--- src/rtl/pipe_ctrl_pkg.sv ---
// Shared constants for the pipeline sequencer: stall encodings,
// exception codes, hold/release levels and the FSM state codes.
package pipe_ctrl_pkg;

   localparam logic STOP    = 1'b1;
   localparam logic NO_STOP = 1'b0;

   // Stall vector: bit0 PC, bit1 IF, bit2 ID, bit3 EX, bit4 MEM, bit5 WB
   localparam logic [5:0] STALL_NONE = 6'b000000;
   localparam logic [5:0] STALL_IF   = 6'b000011;
   localparam logic [5:0] STALL_ID   = 6'b000111;
   localparam logic [5:0] STALL_EX   = 6'b001111;
   localparam logic [5:0] STALL_MEM  = 6'b011111;

   localparam logic [31:0] EXC_NONE         = 32'h0000_0000;
   localparam logic [31:0] EXC_INT          = 32'h0000_0001;
   localparam logic [31:0] EXC_SYSCALL      = 32'h0000_0008;
   localparam logic [31:0] EXC_BREAK        = 32'h0000_0009;
   localparam logic [31:0] EXC_INST_INVALID = 32'h0000_000a;
   localparam logic [31:0] EXC_OV           = 32'h0000_000c;
   localparam logic [31:0] EXC_TRAP         = 32'h0000_000d;
   localparam logic [31:0] EXC_ERET         = 32'h0000_000e;

   localparam logic [0:0] ST_RUN   = 1'b0;
   localparam logic [0:0] ST_FLUSH = 1'b1;

   // The deepest stalled stage wins, since it freezes everything before it.
   function automatic logic [5:0] stallEncode(input logic ifReq, input logic idReq,
                                              input logic exReq, input logic memReq);
      logic [5:0] v;
      v = STALL_NONE;
      if (memReq == STOP)      v = STALL_MEM;
      else if (exReq == STOP)  v = STALL_EX;
      else if (idReq == STOP)  v = STALL_ID;
      else if (ifReq == STOP)  v = STALL_IF;
      return v;
   endfunction

endpackage

--- src/rtl/pipe_ctrl_if.sv ---
// Bundle between the pipeline stages and the sequencer. The master side
// raises requests and exceptions; the slave side (the sequencer) answers
// with the stall vector, flush/redirect and statistics.
interface pipe_ctrl_if;
   logic        stallreq_if;
   logic        stallreq_id;
   logic        stallreq_ex;
   logic        stallreq_mem;
   logic [31:0] excepttype_i;
   logic [31:0] cp0_epc_i;
   logic [5:0]  stall;
   logic        flush;
   logic [31:0] new_pc;
   logic [31:0] stall_cycles;
   logic        stall_timeout;

   modport master (
      output stallreq_if, stallreq_id, stallreq_ex, stallreq_mem,
             excepttype_i, cp0_epc_i,
      input  stall, flush, new_pc, stall_cycles, stall_timeout
   );

   modport slave (
      input  stallreq_if, stallreq_id, stallreq_ex, stallreq_mem,
             excepttype_i, cp0_epc_i,
      output stall, flush, new_pc, stall_cycles, stall_timeout
   );
endinterface

--- src/rtl/pipe_ctrl_exc_vec_decode.sv ---
// Maps the exception code reported by MEM to the redirect target.
// ERET returns to the saved EPC; interrupts have their own vector.
module exc_vec_decode
   import pipe_ctrl_pkg::*;
#(
   parameter logic [31:0] EXC_VECTOR = 32'h0000_0040,
   parameter logic [31:0] INT_VECTOR = 32'h0000_0020
) (
   input  logic [31:0] i_excepttype,
   input  logic [31:0] i_epc,
   output logic [31:0] o_newPc
);

   // Pure lookup; unknown nonzero codes are treated as ordinary exceptions.
   always_comb begin
      o_newPc = EXC_VECTOR;
      case (i_excepttype)
         EXC_NONE:         o_newPc = 32'h0000_0000;
         EXC_INT:          o_newPc = INT_VECTOR;
         EXC_SYSCALL,
         EXC_BREAK,
         EXC_INST_INVALID,
         EXC_OV,
         EXC_TRAP:         o_newPc = EXC_VECTOR;
         EXC_ERET:         o_newPc = i_epc;
         default:          o_newPc = EXC_VECTOR;
      endcase
   end

endmodule

--- src/rtl/pipe_ctrl.sv ---
// Pipeline sequencer: merges stage stall requests into the stall vector,
// turns MEM exceptions into a flush pulse with redirect PC, and keeps
// stall statistics plus a sticky stall watchdog.
module pipe_ctrl
   import pipe_ctrl_pkg::*;
#(
   parameter logic [31:0] EXC_VECTOR    = 32'h0000_0040,
   parameter logic [31:0] INT_VECTOR    = 32'h0000_0020,
   parameter int          FLUSH_CYCLES  = 1,
   parameter int          STALL_TIMEOUT = 1024
) (
   input logic       clk,
   input logic       rst,
   pipe_ctrl_if.slave bus
);

   localparam logic [3:0]  FLUSH_LOAD = 4'(FLUSH_CYCLES - 1);
   localparam logic [31:0] TIMEOUT    = 32'(STALL_TIMEOUT);
   localparam logic [31:0] TIMEOUT_M1 = 32'(STALL_TIMEOUT - 1);

   logic [0:0]  r_state;
   logic [3:0]  r_flushCnt;
   logic [31:0] r_newPc;
   logic [31:0] r_stallCycles;
   logic [31:0] r_runLen;
   logic        r_timeout;

   logic [31:0] w_decPc;
   logic [5:0]  w_stall;
   logic        w_flush;
   logic [31:0] w_newPc;

   exc_vec_decode #(
      .EXC_VECTOR (EXC_VECTOR),
      .INT_VECTOR (INT_VECTOR)
   ) u_dec (
      .i_excepttype (bus.excepttype_i),
      .i_epc        (bus.cp0_epc_i),
      .o_newPc      (w_decPc)
   );

   // Same-cycle outputs: reset and flush both force the stall vector off.
   always_comb begin
      w_stall = STALL_NONE;
      w_flush = 1'b0;
      w_newPc = 32'h0000_0000;
      if (!rst) begin
         w_stall = STALL_NONE;
      end else if (r_state == ST_FLUSH) begin
         w_flush = 1'b1;
         w_newPc = r_newPc;
      end else if (bus.excepttype_i != EXC_NONE) begin
         w_flush = 1'b1;
         w_newPc = w_decPc;
      end else begin
         w_stall = stallEncode(bus.stallreq_if, bus.stallreq_id,
                               bus.stallreq_ex, bus.stallreq_mem);
      end
   end

   // Stretch the flush when more than one cycle is needed; the target is latched on entry.
   always_ff @(posedge clk or negedge rst) begin
      if (!rst) begin
         r_state    <= ST_RUN;
         r_flushCnt <= 4'd0;
         r_newPc    <= 32'h0000_0000;
      end else begin
         case (r_state)
            ST_RUN: begin
               if (w_flush && (FLUSH_CYCLES > 1)) begin
                  r_state    <= ST_FLUSH;
                  r_flushCnt <= FLUSH_LOAD;
                  r_newPc    <= w_decPc;
               end
            end
            ST_FLUSH: begin
               r_flushCnt <= r_flushCnt - 4'd1;
               if (r_flushCnt <= 4'd1) begin
                  r_state <= ST_RUN;
               end
            end
            default: r_state <= ST_RUN;
         endcase
      end
   end

   // Saturating count of every cycle the PC was held.
   always_ff @(posedge clk or negedge rst) begin
      if (!rst) begin
         r_stallCycles <= 32'h0000_0000;
      end else if ((w_stall[0] == STOP) && (r_stallCycles != 32'hFFFF_FFFF)) begin
         r_stallCycles <= r_stallCycles + 32'd1;
      end
   end

   // Watchdog: measure the current unbroken stall run and latch the flag once it is too long.
   always_ff @(posedge clk or negedge rst) begin
      if (!rst) begin
         r_runLen  <= 32'h0000_0000;
         r_timeout <= 1'b0;
      end else begin
         if (w_flush || (w_stall[0] == NO_STOP)) begin
            r_runLen <= 32'h0000_0000;
         end else if (r_runLen < TIMEOUT) begin
            r_runLen <= r_runLen + 32'd1;
         end
         if ((w_stall[0] == STOP) && !w_flush && (r_runLen == TIMEOUT_M1)) begin
            r_timeout <= 1'b1;
         end
      end
   end

   assign bus.stall         = w_stall;
   assign bus.flush         = w_flush;
   assign bus.new_pc        = w_newPc;
   assign bus.stall_cycles  = r_stallCycles;
   assign bus.stall_timeout = r_timeout;

endmodule

--- src/flat_wrapper.sv ---
// flat-port wrapper written by rule: the top's interface ports become plain ports
module pipe_ctrl_flat import pipe_ctrl_pkg::*;
#(
   parameter logic [31:0] EXC_VECTOR    = 32'h0000_0040,
   parameter logic [31:0] INT_VECTOR    = 32'h0000_0020,
   parameter int          FLUSH_CYCLES  = 1,
   parameter int          STALL_TIMEOUT = 1024
)
  (clk, rst, bus_stallreq_if, bus_stallreq_id, bus_stallreq_ex, bus_stallreq_mem, bus_excepttype_i, bus_cp0_epc_i, bus_stall, bus_flush, bus_new_pc, bus_stall_cycles, bus_stall_timeout);
  pipe_ctrl_if bus_i ();
  input logic clk;
  input logic rst;
  input wire logic [$bits(bus_i.stallreq_if)-1:0] bus_stallreq_if;
  input wire logic [$bits(bus_i.stallreq_id)-1:0] bus_stallreq_id;
  input wire logic [$bits(bus_i.stallreq_ex)-1:0] bus_stallreq_ex;
  input wire logic [$bits(bus_i.stallreq_mem)-1:0] bus_stallreq_mem;
  input wire logic [$bits(bus_i.excepttype_i)-1:0] bus_excepttype_i;
  input wire logic [$bits(bus_i.cp0_epc_i)-1:0] bus_cp0_epc_i;
  output wire logic [$bits(bus_i.stall)-1:0] bus_stall;
  output wire logic [$bits(bus_i.flush)-1:0] bus_flush;
  output wire logic [$bits(bus_i.new_pc)-1:0] bus_new_pc;
  output wire logic [$bits(bus_i.stall_cycles)-1:0] bus_stall_cycles;
  output wire logic [$bits(bus_i.stall_timeout)-1:0] bus_stall_timeout;
  assign bus_i.stallreq_if = bus_stallreq_if;
  assign bus_i.stallreq_id = bus_stallreq_id;
  assign bus_i.stallreq_ex = bus_stallreq_ex;
  assign bus_i.stallreq_mem = bus_stallreq_mem;
  assign bus_i.excepttype_i = bus_excepttype_i;
  assign bus_i.cp0_epc_i = bus_cp0_epc_i;
  assign bus_stall = bus_i.stall;
  assign bus_flush = bus_i.flush;
  assign bus_new_pc = bus_i.new_pc;
  assign bus_stall_cycles = bus_i.stall_cycles;
  assign bus_stall_timeout = bus_i.stall_timeout;
  pipe_ctrl #(.EXC_VECTOR(EXC_VECTOR), .INT_VECTOR(INT_VECTOR), .FLUSH_CYCLES(FLUSH_CYCLES), .STALL_TIMEOUT(STALL_TIMEOUT)) u_core (.clk(clk), .rst(rst), .bus(bus_i));
endmodule
--- config.mk ---
export PLATFORM = sky130hd
export DESIGN_NAME = pipe_ctrl_flat
export DESIGN_NICKNAME = d
export VERILOG_FILES = /design/src/rtl/pipe_ctrl_pkg.sv /design/src/rtl/pipe_ctrl_if.sv /design/src/rtl/pipe_ctrl_exc_vec_decode.sv /design/src/rtl/pipe_ctrl.sv /design/src/flat_wrapper.sv
export SDC_FILE = /design/constraint.sdc
export NUM_CORES = 1
export LEC_CHECK = 0
export ABC_AREA = 1
export BUFFER_PORTS_ARGS = -buffer_cell sky130_fd_sc_hd__buf_2
export CORE_UTILIZATION = 35
export CTS_CLUSTER_DIAMETER = 120
export DETAILED_ROUTE_END_ITERATION = 7
export SETUP_SLACK_MARGIN = 0.2
export SYNTH_ARGS = -nofsm -noshare
export SYNTH_HDL_FRONTEND = slang
export SYNTH_SLANG_ARGS = --single-unit
--- constraint.sdc ---
create_clock -name clk -period 4.7 [get_ports clk]
set_clock_uncertainty 0.15 [all_clocks]
set_input_delay 0.235 -clock clk [delete_from_list [all_inputs] [get_ports clk]]
set_output_delay 0.235 -clock clk [all_outputs]
set_load 0.03 [all_outputs]
==> results.json, run 1 <==
{
  "maxClockFrequency_mhz": 372.6,
  "synth-seq-area-share_pct": 36.76,
  "min_path_type": "input pin to asynchronous set/reset pin",
  "h-tree-depth": 3,
  "worst_ir_drop_vdd_mv": 0.1556,
  "cts_buffers": 9,
  "coreArea_um2": 13240,
  "avgSynthCellArea_um2": 7.435,
  "reg2reg_depth": 9,
  "finalSetupTns_ps": 0,
  "ctsResizeCount": 0,
  "synth_compound_area_share_pct": 7.535,
  "die_x_um": 118.7,
  "synth-edff-count": 0,
  "p_leak_nw": 2.947,
  "clk_pin_slew_ps": 60,
  "drt-pass1-iter-count": 5,
  "overflow": 0,
  "final_common_cell": "nand2_1",
  "yosys_warnings": 32,
  "cp-start-kind": "input pin",
  "grt_max_degree": 40,
  "setup_viol": 0,
  "max_slew_margin_pct": 56.28,
  "n_antenna_cell": 0,
  "drive_gt1_share_pct": 28.46,
  "worst_pin_slew_ps": 654.3,
  "power_density_nw_per_um2": 229.9,
  "die_h_um": 118.7,
  "clock_latency_ps": 330,
  "outcome": "complete, no violations",
  "cts_root_buffer": "clkbuf_16",
  "dp_hpwl_um": 8906,
  "crit_required_ps": 4320,
  "timing.final.crit_share_pct": 57.10,
  "cts_tree": "yes",
  "ff2ff_setup_slack_ps": 2350,
  "antenna_found_initial": 0,
  "synth_area_um2": 4766,
  "grt_pass1_wl_um": 20210,
  "syn_inst": 641,
  "p_clk_share_pct": 50.4,
  "rsz0062_at_grt": "false",
  "synth_xor_area_share_pct": 2.940,
  "end_kind": "output port",
  "final_nets": 849,
  "ant_nets": 0,
  "layout-area-overhead-vs-synth_pct": 22.97,
  "dpl_cell_area_um2": 5552,
  "grtUsageTotal_pct": 17.84,
  "worstPathArrival_ps": 2300,
  "core.rowCount": 42,
  "critPathKind": "input pin to output port",
  "synthAdderAreaFrac_pct": 1.050,
  "routed_wl_um": 11930,
  "comb_power_share_pct": 4.9,
  "crit_fanout": 39,
  "grt_pass1_vias": 4074,
  "max_cap_viol_count": 0,
  "synth.mux.area_fraction_pct": 0,
  "ys_types": 35,
  "synth-async-reset-ratio_pct": 100.0,
  "yosys.area_share.simple_pct": 41.64,
  "final_cell_area_um2": 5861,
  "r2r_start": "u_core.bus.stall_cycles[0]$_DFFE_PN0P_",
  "drc_errors": 0,
  "synth-main-ff-cell": "dfrtp_1",
  "hold_violations": 0,
  "dieArea_um2": 14090,
  "synth_top_family_by_area": "simple AND/OR/NAND/NOR gates",
  "fin_crit_ps": 2684,
  "internal_power_mw": 1.047,
  "place_congestion": 0.8449,
  "cts.sinks": 70,
  "power_frac_seq_pct": 44.7,
  "start_util_pct": 35.99,
  "clockBufferDepth": 2,
  "syn_nets": 715,
  "r2r_end": "u_core.bus.stall_cycles[2]$_DFFE_PN0P_",
  "power_switching_mw": 0.3005,
  "wl_per_cell_um": 12.48,
  "drtIter0Drc": 329,
  "switching_share_pct": 22.30,
  "pin_count": 142,
  "ys_ff_latch": 70,
  "final_cell_mix": "nand2_1 (156), buf_2 (139), nor2_1 (101)",
  "slew_violations": 0,
  "port_buffers": 140,
  "vias_per_cell": 4.655,
  "num_vias": 4450
}
cells in the mapped netlist (all sizes together) (4+ instances only):
cell type,number,area [µm²]
inv,79,296.5
dfrtp,70,1752
clkinv,4,20.02
ha,4,50.05
a21oi,10,50.05
xor2,16,140.1
buf,18,148.9
nor2,109,449.2
nand3,68,352.8
o21ai,5,25.02
nand2,163,639.4
o21bai,27,277.8
nor3b,26,295.3
nand4,9,71.32
nor3,23,126.4
worst max-delay path, cell delays in order:
cell and delay, ps:
dlygate4sd3_1 530, buf_4 430, buf_4 510, nand3_1 200
a21oi_1 150, buf_2 220
how the worst max path moves through the flow:
| stage | from | end | slack, ps | depth (start not counted) |
|---|---|---|---|---|
| floorplan | bus_excepttype_i[11] | bus_new_pc[0] | 2570 | 5 |
| global placement | bus_excepttype_i[9] | bus_new_pc[2] | 2380 | 7 |
| detailed placement | u_core.bus.stall_cycles[0]$_DFFE_PN0P_ | u_core.bus.stall_cycles[31]$_DFFE_PN0P_ | 2370 | 9 |
| CTS | rst | bus_stall[3] | 1930 | 6 |
| global route | rst | bus_stall[4] | 1770 | 6 |
| finish | rst | bus_stall[3] | 2020 | 6 |
kinds of logic (layout without fill, tap and decap cells):
logic type / count (synthesis) / count (layout)
buffers and inverters: 104 / 243
XOR/XNOR: 16 / 16
adder cells (fa/ha/maj): 4 / 4
AO/OA/AOI/OAI: 43 / 43
other: 1 / 1
flip-flops: 70 / 70
AND/OR/NAND/NOR: 403 / 403
routing by layer:
layer / up-vias / routed length (µm) / part of all wire, % / global-route usage (%)
met4: 0 / 237 / 2.0 / 6.171
met3: 20 / 570 / 4.8 / 3.668
met5: - / 0 / 0 / 0
li1: 2295 / - / - / -
met2: 118 / 5407 / 45 / 27.45
met1: 2017 / 5711 / 48 / 24.73
flip-flops by register name, summed over array words and instances (netlist names):
name                      count
u_core.bus.stall_cycles      32
u_core.bus.stall_timeout      1
u_core.r_flushCnt             4
u_core.r_runLen              32
u_core.r_state                1
layout make-up:
cell class,instances,area [µm²]
Fill cell,1353,7382
Timing Repair Buffer,144,735.7
Sequential cell,70,1752
Inverter,83,316.6
Clock buffer,10,229.0
Multi-Input combinational cell,467,2537
Clock inverter,6,70.07
Tap cell,176,220.2
power by group through the flow:
stage	Combinational (mW)	Clock [mW]	Sequential, mW
after global placement	0.0656	0	0.614
after CTS	0.0673	0.699	0.603
after detailed placement	0.0663	0	0.614
final	0.0656	0.679	0.603
after floorplan	0.0216	0	0.614
after global routing	0.0741	0.734	0.602
metrics by stage:
step                      power [mW]  setup slack (ps)  util [%]  hold slack [ps]  cells
final                          1.347              2016     44.26            266.5    956
after global routing           1.410              1771     44.26            303.1    956
after CTS                      1.368              1935     44.26            273.1    956
after detailed placement      0.6799              2372     41.92            82.34    939
after global placement        0.6792              2380     41.92            82.02    939
after floorplan               0.6354              2575         -           -210.6    641
timing repair:
item | in CTS | in global routing
endpoints found under the hold margin | 35 | 0
hold buffers | 1 | 0
buffers inserted | 0 | 0
No activity file was read; power rests on OpenSTA's default activity.
==> inputs of run 2 (changes only) <==
ABC_AREA = 0   (was 1)
clock period = 2.45 ns   (was 4.7 ns; I/O delays follow)
==> results.json, run 2 <==
{
  "synth_top_area_cell": "dfrtp_1",
  "wl_per_cell_um": 13.67,
  "cts_tree": "yes",
  "grt_pass1_wl_um": 13370,
  "overflow": 0,
  "final_cell_mix": "buf_2 (139), dfrtp_1 (67), and2_1 (55)",
  "final_nets": 555,
  "power_switching_mw": 0.4793,
  "p_leak_nw": 2.379,
  "coreArea_um2": 9415,
  "synth-seq-area-share_pct": 50.65,
  "port_buffers": 140,
  "power_density_nw_per_um2": 463.6,
  "internal_power_mw": 1.665,
  "fin_util_pct": 49.13,
  "antenna_found_initial": 0,
  "synth-main-ff-cell": "dfrtp_1",
  "final_common_cell": "buf_2",
  "die_h_um": 101.4,
  "yosys_warnings": 32,
  "maxClockFrequency_mhz": 465.4,
  "ys_top_cells_by_area": "dfrtp_1 (51%), and2_1 (9.9%), xnor2_1 (6.8%)",
  "drt-pass1-iter-count": 4,
  "start_util_pct": 36.73,
  "vias_per_cell": 4.720,
  "clock_latency_ps": 340,
  "yosysMostFrequentCell": "dfrtp_1",
  "fin_crit_ps": 2149,
  "max_slew_margin_pct": 48.55,
  "total_power_mw": 2.145,
  "p_clk_share_pct": 41.3,
  "comb_power_share_pct": 4.8,
  "end_kind": "flip-flop",
  "place_congestion": 0.7704,
  "h-tree-depth": 3,
  "synth-edff-count": 0,
  "avgSynthCellArea_um2": 10.54,
  "cts_buffers": 9,
  "critPathKind": "flip-flop to flip-flop",
  "routed_wl_um": 8396,
  "switching_share_pct": 22.35,
  "drtIter0Drc": 137,
  "core.rowCount": 35,
  "pin_count": 142,
  "ys_ff_latch": 70,
  "clk_pin_slew_ps": 70,
  "slew_violations": 0,
  "placed_cells": 594,
  "cp-start-kind": "flip-flop",
  "synth-async-reset-ratio_pct": 100.0,
  "reg2reg_depth": 6,
  "drive_gt1_share_pct": 39.38,
  "timing.final.crit_share_pct": 87.70,
  "finalSetupTns_ps": 0,
  "syn_nets": 402,
  "die_x_um": 101.4,
  "worst_pin_slew_ps": 771.7,
  "outcome": "complete, no violations",
  "yosysTopAreaCellShare_pct": 50.65,
  "crit_fanout": 6,
  "dieArea_um2": 10280,
  "syn_inst": 328,
  "drc_errors": 0,
  "rsz0062_at_grt": "true",
  "clockBufferDepth": 2,
  "worst_ir_drop_vdd_mv": 0.2358,
  "n_antenna_cell": 0,
  "max_cap_viol_count": 0,
  "synthTopCellsByCount": "dfrtp_1 (70), and2_1 (55), xnor2_1 (27), nand4_1 (23), nand2_1 (19)",
  "dp_hpwl_um": 6260,
  "hold_violations": 0,
  "instances_no_fill": 614,
  "grtUsageTotal_pct": 16.62,
  "grt_max_degree": 63,
  "num_vias": 2898,
  "worstPathArrival_ps": 2220,
  "synth_area_um2": 3458,
  "power_frac_seq_pct": 53.9,
  "setup_viol": 0,
  "grt_pass1_vias": 2696,
  "min_path_type": "input pin to asynchronous set/reset pin",
  "cts.sinks": 70,
  "ant_nets": 0,
  "ys_types": 43,
  "crit_required_ps": 2520,
  "cts_root_buffer": "clkbuf_8",
  "layout-area-overhead-vs-synth_pct": 33.76
}
-- run 2: changes by cell type after synthesis, sizes merged, moves of 15 or more --
| cell | change |
|---|---|
| nor3 | -17 |
| and2 | +56 |
| inv | -73 |
| nand3 | -53 |
| nor2 | -93 |
| nor4 | +17 |
| nand4 | +15 |
| nor3b | -25 |
| nand2 | -143 |
| o21bai | -27 |
| xnor2 | +27 |
-- run 2: cell type report --
cell class | count | area, µm²
Multi-Input combinational cell | 240 | 1670
Clock buffer | 9 | 123.9
Fill cell | 903 | 4790
Clock inverter | 6 | 63.81
Inverter | 7 | 31.28
Timing Repair Buffer | 153 | 819.5
Sequential cell | 70 | 1755
Tap cell | 129 | 161.4
-- run 2: metrics by stage --
| stage | setup slack (ps) | hold WS [ps] | cell area (µm²) |
|---|---|---|---|
| floorplan | 296.0 | -323.1 | 3458 |
| global placement | 217.7 | -22.99 | 4347 |
| detailed placement | 182.9 | -28.00 | 4347 |
| CTS | 219.3 | 147.8 | 4551 |
| global route | 184.7 | 130.7 | 4626 |
| finish | 301.3 | 124.1 | 4626 |
-- run 2: worst paths after layout --
kind | from | endpoint | slack, ps
max in group asynchronous | rst | u_core.bus.stall_cycles[3]$_DFFE_PN0P_ | 1000
setup reg to reg | u_core.bus.stall_cycles[8]$_DFFE_PN0P_ | u_core.bus.stall_cycles[23]$_DFFE_PN0P_ | 300
min in group clk | bus_excepttype_i[0] | u_core.bus.stall_cycles[16]$_DFFE_PN0P_ | 180
setup / recovery | u_core.bus.stall_cycles[8]$_DFFE_PN0P_ | u_core.bus.stall_cycles[23]$_DFFE_PN0P_ | 300
hold reg to reg | u_core.bus.stall_timeout$_DFFE_PN0P_ | u_core.bus.stall_timeout$_DFFE_PN0P_ | 310
hold / removal | rst | u_core.bus.stall_cycles[2]$_DFFE_PN0P_ | 120
-- run 2: critical path, stage by stage (launching register included) --
cell	delay, ps
dfrtp_1	410
nand4_1	230
nor4_2	350
and4_4	300
a21boi_4	290
nand4_1	140
xnor2_1	150
-- run 2: per-layer routing --
metal / track usage [%] / up-vias / routed length (µm)
met3: 4.624 / 7 / 318
met1: 25.06 / 1390 / 4067
li1: - / 1445 / -
met4: 3.010 / 0 / 36
met2: 23.91 / 56 / 3972
met5: 0 / - / 0
-- run 2: cell families (layout without fill, tap and decap cells) --
family | count (synthesis) | count (layout) | synth area share (%)
AO/OA/AOI/OAI | 21 | 21 | 4.269
XOR/XNOR | 39 | 39 | 9.877
adder cells (fa/ha/maj) | 4 | 4 | 1.447
buffers and inverters | 18 | 175 | 2.460
flip-flops | 70 | 70 | 50.65
multiplexers | 2 | 2 | 0.6512
other | 1 | 1 | 0.1084
AND/OR/NAND/NOR | 173 | 173 | 30.54
-- run 2: power by group through the flow --
stage / Clock, mW / Combinational (mW) / Sequential (mW)
after floorplan: 0 / 0.0159 / 1.18
final: 0.886 / 0.103 / 1.15
after global routing: 0.974 / 0.116 / 1.15
after global placement: 0 / 0.102 / 1.18
after CTS: 0.920 / 0.105 / 1.15
after detailed placement: 0 / 0.103 / 1.18
-- run 2: timing repair --
action	in CTS	in global routing
hold endpoints to repair	8	0
gates resized for setup	1	12
buffers inserted	0	4
pin swaps	0	3
setup endpoints to repair	3	52
hold buffers	1	0
==> inputs of run 3 (changes only) <==
CORE_UTILIZATION = 44   (was 35)
PLACE_DENSITY = 0.77   (was unset)
==> results.json, run 3 (synthesis results as in run 2) <==
{
  "cp-start-kind": "flip-flop",
  "fin_crit_ps": 2162,
  "cts.sinks": 70,
  "cts_buffers": 9,
  "routed_wl_um": 8285,
  "ant_nets": 0,
  "antenna_found_initial": 0,
  "worst_pin_slew_ps": 617.4,
  "crit_fanout": 6,
  "whs_ps": 134.7,
  "die_x_um": 90.66,
  "setup_viol": 0,
  "coreArea_um2": 7408,
  "vias_per_cell": 5.029,
  "drtIter0Drc": 130,
  "crit_chain": "ha_2 > nand2_1 > nor4_4 > nor3b_4 > nand4_1 > xnor2_1",
  "layout-area-overhead-vs-synth_pct": 31.37,
  "core.rowCount": 31,
  "dp_hpwl_um": 6240,
  "crit_slowest_cell": "dfrtp_1",
  "n_antenna_cell": 0,
  "worst_ir_drop_vdd_mv": 0.2277,
  "start_util_pct": 46.68,
  "max_cap_viol_count": 0,
  "r2r_end": "u_core.bus.stall_cycles[18]$_DFFE_PN0P_",
  "max_slew_margin_pct": 58.84,
  "clock_latency_ps": 350,
  "crit_required_ps": 2530,
  "dpl_cell_area_um2": 4302,
  "drc_errors": 0,
  "cts_root_buffer": "clkbuf_8",
  "place_congestion": 0.8508,
  "final_common_cell": "buf_2",
  "finalSetupTns_ps": 0,
  "pre_cts_ws_ps": 173.1,
  "min_path_type": "input pin to asynchronous set/reset pin",
  "critPathKind": "flip-flop to flip-flop",
  "reg2reg_depth": 6,
  "worstPathArrival_ps": 2250,
  "final_cell_mix": "buf_2 (140), dfrtp_1 (70), and2_1 (55)",
  "die_h_um": 90.66,
  "dieArea_um2": 8218,
  "max_stage_delay_ps": 450,
  "r2r_start": "u_core.bus.stall_cycles[0]$_DFFE_PN0P_",
  "hold_violations": 0,
  "pin_count": 142,
  "port_buffers": 140,
  "rsz0062_at_grt": "false",
  "drt-pass1-iter-count": 4,
  "outcome": "complete, no violations",
  "clockBufferDepth": 2,
  "h-tree-depth": 3,
  "cts_tree": "yes",
  "maxClockFrequency_mhz": 462.5,
  "wl_per_cell_um": 14.21,
  "finalWorstSetupSlack_ps": 287.7,
  "drive_gt1_share_pct": 38.43,
  "ff2ff_setup_slack_ps": 290,
  "grt_pass1_vias": 2761,
  "final_cell_area_um2": 4543,
  "grtUsageTotal_pct": 20.59,
  "power_density_nw_per_um2": 463.2,
  "instances_no_fill": 583,
  "p_leak_nw": 2.385,
  "overflow": 0,
  "clk_pin_slew_ps": 80,
  "grt_pass1_wl_um": 13120,
  "grt_max_degree": 51,
  "num_vias": 2932,
  "end_kind": "flip-flop",
  "final_nets": 554,
  "placed_cells": 565,
  "timing.final.crit_share_pct": 88.26,
  "slew_violations": 0
}
run 3: cell count changes in the layout (fill, tap and decap cells not counted), sizes merged:
cell,before,now
buf,152,151
clkinv,4,2
clkbuf,9,12
bufinv,1,0
run 3: routing by layer:
layer,track usage [%],vias up,wire length [µm]
li1,-,1443,-
met1,23.63,1384,3449
met2,37.31,95,4390
met3,4.461,10,331
met4,7.661,0,113
met5,0,-,0
run 3: worst max-delay path by stage:
stage / start / end / cells after the start
after detailed placement: u_core.bus.stall_cycles[0]$_DFFE_PN0P_ / u_core.bus.stall_cycles[28]$_DFFE_PN0P_ / 7
after floorplan: u_core.bus.stall_cycles[12]$_DFFE_PN0P_ / u_core.bus.stall_cycles[4]$_DFFE_PN0P_ / 7
after global placement: u_core.bus.stall_cycles[0]$_DFFE_PN0P_ / u_core.bus.stall_cycles[18]$_DFFE_PN0P_ / 6
after CTS: u_core.bus.stall_cycles[6]$_DFFE_PN0P_ / u_core.bus.stall_cycles[23]$_DFFE_PN0P_ / 6
after global routing: u_core.bus.stall_cycles[3]$_DFFE_PN0P_ / u_core.bus.stall_cycles[23]$_DFFE_PN0P_ / 6
final: u_core.bus.stall_cycles[0]$_DFFE_PN0P_ / u_core.bus.stall_cycles[18]$_DFFE_PN0P_ / 6
run 3: critical path: cells and delay by family (launching register included):
kind | cells | cell delay (ps)
and+or+nand+nor | 4 | 1060
adders and majority gates | 1 | 260
DFF | 1 | 450
xor gates and xnor gates | 1 | 140
run 3: power breakdown:
group	internal (mW)	switching, mW	total, mW
sequential	1.15	0.000000000535	1.15
combinational	0.0486	0.0535	0.102
clock	0.416	0.431	0.847
run 3: per-stage QoR:
step	util, %	power (mW)
6_report	61.32	2.104
5_1_grt	61.32	2.175
4_1_cts	60.68	2.130
3_5_place_dp	58.06	1.280
3_3_place_gp	58.06	1.277
2_1_floorplan	-	1.193
run 3: final cells by class:
class,instances,area [µm²]
Clock buffer,12,155.1
Clock inverter,3,20.02
Fill cell,643,2865
Inverter,7,31.28
Multi-Input combinational cell,240,1664
Sequential cell,70,1752
Tap cell,99,123.9
Timing Repair Buffer,152,797.0
run 3: timing repair:
item                                    4_1_cts  5_1_grt
gates resized for setup                       1        7
buffers inserted                              0        2
pin swaps                                     0        4
gates cloned                                  0        0
endpoints found under the hold margin        20        0
endpoints found under the setup margin        2       23
hold buffers                                  1        0
